[src/rtl/ws2812b_frame_arbiter_pkg.sv]
// Shared definitions for the WS2812B frame arbiter: source/state encodings and bus payloads.
package ws2812b_frame_arbiter_pkg;

   localparam int unsigned COL_W = 8;
   localparam int unsigned CNT_W = 8;
   localparam int unsigned FC_W  = 16;

   // active_src encoding, also used by the game core and bench
   localparam logic [1:0] SRC_GAME  = 2'd0;
   localparam logic [1:0] SRC_ANIM  = 2'd1;
   localparam logic [1:0] SRC_BLANK = 2'd2;

   // State encoding equals the active_src encoding so the owner output is the state itself
   typedef enum logic [1:0] {
      S_GAME  = SRC_GAME,
      S_ANIM  = SRC_ANIM,
      S_BLANK = SRC_BLANK
   } state_t;

   typedef struct packed {
      logic [COL_W-1:0] red;
      logic [COL_W-1:0] green;
      logic [COL_W-1:0] blue;
   } rgb_t;

endpackage

[src/rtl/ws2812b_frame_arbiter_frame_hold_counter.sv]
// Saturating count of frames owned by the current source, with the minimum-hold comparison.
module frame_hold_counter
   import ws2812b_frame_arbiter_pkg::*;
#(
   parameter int unsigned MIN_HOLD_FRAMES = 4
) (
   input  logic clk,
   input  logic reset,
   input  logic clr,
   input  logic inc,
   output logic hold_ok_c
);

   localparam logic [CNT_W-1:0] CNT_MAX = '1;

   logic [CNT_W-1:0] cnt_q;
   logic [CNT_W-1:0] cnt_d;

   always_ff @(posedge clk or negedge reset) begin
      if (!reset) begin
         cnt_q <= '0;
      end else begin
         cnt_q <= cnt_d;
      end
   end

   always_comb begin
      cnt_d = cnt_q;
      if (clr) begin
         cnt_d = '0;
      end else if (inc && (cnt_q != CNT_MAX)) begin
         cnt_d = cnt_q + CNT_W'(1);
      end
   end

   // The frame ending now counts toward the hold, hence the +1 (one bit wider to avoid overflow)
   assign hold_ok_c = ((CNT_W+1)'(cnt_q) + (CNT_W+1)'(1)) >= (CNT_W+1)'(MIN_HOLD_FRAMES);

endmodule

[src/rtl/ws2812b_frame_arbiter.sv]
// Shares the WS2812B strip driver between the game core and the animation generator,
// switching ownership only at frame boundaries with a minimum hold and black gap frames.
module ws2812b_frame_arbiter
   import ws2812b_frame_arbiter_pkg::*;
#(
   parameter  int unsigned MAX_POS         = 109,
   parameter  int unsigned MIN_HOLD_FRAMES = 4,
   parameter  int unsigned BLANK_FRAMES    = 1,
   localparam int unsigned LW              = $clog2(MAX_POS)
) (
   input  logic            clk,
   input  logic            reset,
   input  logic [LW-1:0]   drv_led_number,
   input  logic            drv_update_frame,
   output logic [7:0]      drv_red,
   output logic [7:0]      drv_green,
   output logic [7:0]      drv_blue,
   output logic [LW-1:0]   game_led_number,
   input  logic [7:0]      game_red,
   input  logic [7:0]      game_green,
   input  logic [7:0]      game_blue,
   output logic            game_update_frame,
   input  logic            anim_req,
   output logic [LW-1:0]   anim_led_number,
   input  logic [7:0]      anim_red,
   input  logic [7:0]      anim_green,
   input  logic [7:0]      anim_blue,
   output logic            anim_update_frame,
   output logic [1:0]      active_src,
   output logic [15:0]     frame_count
);

   localparam state_t           RESET_STATE = (BLANK_FRAMES > 0) ? S_BLANK : S_GAME;
   localparam logic [CNT_W-1:0] BLANK_INIT  = CNT_W'(BLANK_FRAMES);

   state_t           state_q, state_d;
   logic             target_anim_q, target_anim_d;
   logic [CNT_W-1:0] blank_cnt_q, blank_cnt_d;
   logic [FC_W-1:0]  frame_count_q, frame_count_d;

   logic hold_ok_c;
   logic hold_clr_c;
   logic hold_inc_c;
   logic switch_c;
   logic switch_to_anim_c;
   rgb_t col_c;

   frame_hold_counter #(
      .MIN_HOLD_FRAMES (MIN_HOLD_FRAMES)
   ) u_hold (
      .clk       (clk),
      .reset     (reset),
      .clr       (hold_clr_c),
      .inc       (hold_inc_c),
      .hold_ok_c (hold_ok_c)
   );

   always_ff @(posedge clk or negedge reset) begin
      if (!reset) begin
         state_q       <= RESET_STATE;
         target_anim_q <= 1'b0;
         blank_cnt_q   <= BLANK_INIT;
         frame_count_q <= '0;
      end else begin
         state_q       <= state_d;
         target_anim_q <= target_anim_d;
         blank_cnt_q   <= blank_cnt_d;
         frame_count_q <= frame_count_d;
      end
   end

   // Ownership decision; everything holds between frame boundaries
   always_comb begin
      state_d          = state_q;
      target_anim_d    = target_anim_q;
      blank_cnt_d      = blank_cnt_q;
      frame_count_d    = frame_count_q;
      switch_c         = 1'b0;
      switch_to_anim_c = 1'b0;
      hold_clr_c       = 1'b0;
      hold_inc_c       = 1'b0;

      if (drv_update_frame) begin
         frame_count_d = frame_count_q + FC_W'(1);
         case (state_q)
            S_GAME: begin
               if (anim_req && hold_ok_c) begin
                  switch_c         = 1'b1;
                  switch_to_anim_c = 1'b1;
               end
            end
            S_ANIM: begin
               if (!anim_req && hold_ok_c) begin
                  switch_c = 1'b1;
               end
            end
            S_BLANK: begin
               // Target is latched on entry, so anim_req cannot redirect a gap in progress
               if (blank_cnt_q <= CNT_W'(1)) begin
                  blank_cnt_d = '0;
                  state_d     = target_anim_q ? S_ANIM : S_GAME;
               end else begin
                  blank_cnt_d = blank_cnt_q - CNT_W'(1);
               end
            end
            default: state_d = RESET_STATE;
         endcase

         if (switch_c) begin
            if (BLANK_FRAMES == 0) begin
               state_d = switch_to_anim_c ? S_ANIM : S_GAME;
            end else begin
               state_d       = S_BLANK;
               target_anim_d = switch_to_anim_c;
               blank_cnt_d   = BLANK_INIT;
            end
         end

         hold_clr_c = (state_d != state_q);
         hold_inc_c = !hold_clr_c;
      end
   end

   // Zero-latency colour mux toward the driver
   always_comb begin
      col_c = '0;
      case (state_q)
         S_GAME:  col_c = '{red: game_red, green: game_green, blue: game_blue};
         S_ANIM:  col_c = '{red: anim_red, green: anim_green, blue: anim_blue};
         default: col_c = '0;
      endcase
   end

   assign drv_red           = col_c.red;
   assign drv_green         = col_c.green;
   assign drv_blue          = col_c.blue;
   assign game_led_number   = drv_led_number;
   assign anim_led_number   = drv_led_number;
   assign game_update_frame = drv_update_frame && (state_q == S_GAME);
   assign anim_update_frame = drv_update_frame && (state_q == S_ANIM);
   assign active_src        = 2'(state_q);
   assign frame_count       = frame_count_q;

endmodule

[config.mk]
export PLATFORM = sky130hd
export DESIGN_NAME = ws2812b_frame_arbiter
export DESIGN_NICKNAME = d
export VERILOG_FILES = /design/src/rtl/ws2812b_frame_arbiter_pkg.sv /design/src/rtl/ws2812b_frame_arbiter_frame_hold_counter.sv /design/src/rtl/ws2812b_frame_arbiter.sv
export SDC_FILE = /design/constraint.sdc
export NUM_CORES = 1
export LEC_CHECK = 0
export ABC_AREA = 1
export CAP_MARGIN = 20
export CORE_UTILIZATION = 45
export CTS_BUF_LIST = sky130_fd_sc_hd__clkbuf_2 sky130_fd_sc_hd__clkbuf_4 sky130_fd_sc_hd__clkbuf_8
export CTS_CLUSTER_DIAMETER = 100
export DETAILED_ROUTE_END_ITERATION = 16
export PLACE_DENSITY = 0.87
export RECOVER_POWER = 50
export REMOVE_ABC_BUFFERS = 1
export SYNTH_ARGS = -nofsm -noshare
export SYNTH_HDL_FRONTEND = slang
export SYNTH_SLANG_ARGS = --single-unit
export TNS_END_PERCENT = 1
[constraint.sdc]
create_clock -name clk -period 3.1 [get_ports clk]
set_clock_uncertainty 0.05 [all_clocks]
set_input_delay 0.93 -clock clk [delete_from_list [all_inputs] [get_ports clk]]
set_output_delay 0.93 -clock clk [all_outputs]
set_load 0.02 [all_outputs]
Yosys cells after proc, flatten, opt, wreduce, memory -nomap -nowiden
Index checks and enable logic that the tools add are counted.
Widths: inputs -> output; s select.
{ "totals": {"ff_bits": 35, "inputBits": 59} }
{ "classes": {"addsub": 4, "n_lt_le_gt_ge": 2, "n_eq_ne": 4, "muxes": 18, "n_reduce_logical": 13} }
{ "op_table": {"columns": ["op", "count"], "rows": [
  ["$pmux 24 s2", 1],
  ["$mux 8", 5],
  ["$add 16x1->16 const B", 1],
  ["$add 8x1->9 const B", 1],
  ["$ge 9x3->1 const B", 1],
  ["$add 8x1->8 const B", 1],
  ["$le 8x1->1 const B", 1],
  ["$ne 8x8->1 const B", 1],
  ["$sub 8x1->8 const B", 1],
  ["$mux 1", 7],
  ["$mux 2", 3],
  ["$logic_and 1x1->1", 5],
  ["$pmux 2 s2", 1],
  ["$reduce_and 2->1", 2],
  ["$reduce_bool 2->1", 2],
  ["$eq 2x1->1 const B", 1],
  ["$eq 2x2->1 const B", 1],
  ["$logic_not 1->1", 2],
  ["$logic_not 2->1", 1],
  ["$ne 2x2->1", 1],
  ["$pmux 1 s2", 1],
  ["$reduce_or 2->1", 1]
]} }

Logic depth before layout (Yosys ltp)
Gate-level depths: netlist of run 1.
{ "depth": {"ltp_word": 14, "depth_mapped": 12} }

Cells and area by module
From an unflattened synthesis of run 1, not the netlist that was laid out.
{ "hier_totals": {"cells_unflattened": 314, "area_unflattened_um2": 2439.8} }
{ "by_module_without_submodules": {"columns": ["module", "n_inst", "cells_per_inst", "area_per_inst_um2"], "rows": [
  ["ws2812b_frame_arbiter", 1, 234, 1885.6],
  ["frame_hold_counter", 1, 80, 554.3]
]} }

Least setup slack after synthesis of run 1
Ideal clock, no wire load.
{ "synth_timing": {"kind": "input port to output port", "startpoint": "input drv_update_frame", "endpoint": "output game_update_frame", "arrival_time_ns": 1.602, "required_ns": 2.120, "setup_slack_ns": 0.518, "cell_stages": 3, "n_path_buf": 1, "cell_sequence": "buf_4 > inv_1 > nor3_1"} }
{ "synth_via": {"elab_chain_cells": 1} }
{ "synth_rtl": {"columns": ["item", "line", "rtl"], "rows": [
  ["from (decl)", "ws2812b_frame_arbiter.sv:14", "input logic drv_update_frame,"],
  ["$logic_and 1x1->1", "ws2812b_frame_arbiter.sv:139", "assign game_update_frame = drv_update_frame && (state_q == S_GAME);"],
  ["to (decl)", "ws2812b_frame_arbiter.sv:22", "output logic game_update_frame,"]
]} }
Every way passes these cells.

Worst setup path after layout of run 1
Same ends and word-level chain as after synthesis.

==> flow_summary.toml, run 1 <==
[run_status]
run_status = "finished, final reports clean"

[pwr]
finalPower_uw = 2580
power_leakage_uw = 0.00171
powerDensity_mw_per_mm2 = 760
ir_drop_uv = 599

[clocking]
cts_buffers = 5
cts_buffer_depth = 2
post_cts_buffers = 0
cts-root-buf = "clkbuf_8"
cts_tree = "done"
ctsResizeCount = 26
h-tree-depth = 2
cts_num_sinks = 35
cts_hold_buf = 0
path_clk_slew_ns = 0.06
clk-insertion-delay-late_ns = 0.28

[cells_and_area]
stdcell_count = 488
final_nets = 481
syn2layout_area_growth_pct = 40.8
antenna_cells = 0
fin_area_mm2 = 0.00339
layout-drive-gt1-share_pct = 6.70

[timing]
rsz0062_at_grt = "no"
period_share_pct = 95.0
slew_viol_final = 0
worstMarginPinSlew_ns = 0.843
min_period_ns = 2.94
clock.fmax_mhz = 340
relSlewSlack_pct = 43.8
setup_viol = 0
hold_viol = 0
hold_ws_ns = 0.433
worst_slack_ns = 0.157

[critical_path]
cp.arrival_ns = 1.96
path_max_fanout = 3
crit_chain = "clkdlybuf4s50_1, inv_1, nor3_1, dlygate4sd2_1"
cp-end-kind = "output port"
critical_path_class = "in -> out"
worstRegToRegCells = 11
critPathLaunchType = "input port"
critPathMaxStageDelay_ns = 0.47
cp.required_ns = 2.12
worst_path_max_delay_cell = "clkdlybuf4s50_1"

[synthesis]
syn_avg_cell_area_um2 = 7.21
synthDistinctLibCells = 29
netlist_area_mm2 = 0.00241
yosys_warnings = 0
yosys-top-cells-area = "dfrtp_1 34%, nand2_1 16%, nand3_1 9.1%, xor2_1 5.1%, buf_4 4.7%"
synthCells = 334
synth_top_area_share_pct = 34.3
ys_ff_latch = 35
synth_area_leader_cell = "dfrtp_1"
ys_seq_area_share_pct = 36.5

[global_routing]
grt-ovfl-total = 0
grt_pass1_vias = 2129
grtUsageMet1_pct = 26.1
gr-usage-met2_pct = 37.3
use_met3_pct = 4.82
track_usage_pct = 21.1
grt_max_degree = 36
grt_pass1_wl_mm = 9.19
antenna_found_initial = 0
busiest_layer = "met2"

[place]
placed_area_mm2 = 0.00333
dp_slack_ns = -0.137
gp_congestion = 0.849
io_buffers = 95
dpl.hpwl_mm = 4.63
dp.cells = 480

[die]
ios = 117
core_mm2 = 0.00514
die_y_um = 75.2
die_x_um = 75.2
die_area_mm2 = 0.00565
initial_core_util_pct = 46.9
fp-row-count = 26

[worst_hold_path]
hold_class = "reg -> reg"
hold_depth = 1

[route]
firstDrtPassIters = 5
vias = 2380
wire_per_inst_um = 12.8
drtIter0Drc = 65
drtAntennaViolNets = 0
via_per_inst = 4.88
drcViolationCount = 0
wirelength_mm = 6.24

[job]
cap_violations = 0
[area by class of cell]
| class | instances | area [um^2] |
|---|---|---|
| Inverter | 23 | 86.3 |
| Timing Repair Buffer | 101 | 961 |
| Tap cell | 70 | 87.6 |
| Multi-Input combinational cell | 251 | 1260 |
| Fill cell | 455 | 1750 |
| Clock buffer | 6 | 82.6 |
| Sequential cell | 35 | 878 |
| Clock inverter | 2 | 35.0 |
[worst max-delay path, delay by kind of cell]
kind / cells / cell delay, ns
simple gates: 1 / 0.13
buf+inv: 3 / 0.90
[flip-flops by register name, indices dropped and copies added, names as in the netlist]
signal and flops:
u_hold.cnt_q 8, active_src 2, blank_cnt_q 8, frame_count 16, target_anim_q 1
[cells in the mapped netlist, drive strengths merged]
master,count
o21ai,9
dfstp,2
a21oi,3
clkbuf,5
nor3,2
nand4,14
o211ai,1
nand3,45
xor2,14
buf,20
or2,1
dfrtp,33
nor3b,1
nand2,109
nor2,37
ha,5
xnor2,9
inv,23
o21bai,1
[logic make-up (layout without fill, tap and decap cells)]
family	Yosys count	after routing	share of synthesized area (%)
AO/OA/AOI/OAI	14	14	3.12
buffers and inverters	48	132	10.2
AND/OR/NAND/NOR	209	209	39.2
flip-flops	35	35	36.5
adder cells (fa/ha/maj)	5	5	2.60
XOR/XNOR	23	23	8.36
[path summary, 6_finish.rpt]
path	startpoint	end	slack (ns)
max reg2reg	u_hold.cnt_q[0]$_DFFE_PN0P_	u_hold.cnt_q[4]$_DFFE_PN0P_	0.84
max	drv_update_frame	game_update_frame	0.16
min in group asynchronous	reset	blank_cnt_q[3]$_DFFE_PN0P_	1.24
min	frame_count[15]$_DFFE_PN0P_	frame_count[15]$_DFFE_PN0P_	0.43
max in group asynchronous	reset	frame_count[10]$_DFFE_PN0P_	1.24
min reg2reg	frame_count[15]$_DFFE_PN0P_	frame_count[15]$_DFFE_PN0P_	0.43
[power breakdown]
part / internal, uW / switching [uW] / total [uW]
Combinational: 557 / 861 / 1420
Clock: 260 / 157 / 417
Sequential: 594 / 148 / 743
Total: 1410 / 1170 / 2580
[per-stage QoR]
stage	util (%)	TNS [ns]
2_1_floorplan	-	0
3_3_place_gp	64.8	-0.849
5_1_grt	66.0	0
3_5_place_dp	64.8	-1.10
4_1_cts	66.5	0
6_report	66.0	0
[layout by cell type, fill, tap and decap left out, drive strengths merged]
master,n
nand2,109
nor2,37
nor3b,1
clkdlybuf4s50,68
ha,5
o21ai,9
bufinv,1
o21bai,1
nor3,2
nand4,14
clkbuf,7
dlygate4sd2,26
o211ai,1
or2,1
xnor2,9
xor2,14
nand3,45
dfrtp,33
a21oi,3
clkinv,1
buf,5
dlygate4sd3,1
dfstp,2
inv,23
[routing by layer]
layer  vias to the layer above  wire length, um
met5                         -                0
met4                         0               55
met1                      1091             2740
met2                        63             3210
li1                       1218                -
met3                         8              239
Note: power is estimated with default switching activity, not from simulation.
==> inputs of run 2 (changes only) <==
--- a/config.mk
+++ b/config.mk
@@ -14,6 +14,7 @@
 export PLACE_DENSITY = 0.87
 export RECOVER_POWER = 50
 export REMOVE_ABC_BUFFERS = 1
+export SLEW_MARGIN = 10
 export SYNTH_ARGS = -nofsm -noshare
 export SYNTH_HDL_FRONTEND = slang
 export SYNTH_SLANG_ARGS = --single-unit
==> results of run 2 <==
Same layout as run 1: the final DEF is identical, and so are final timing and power.
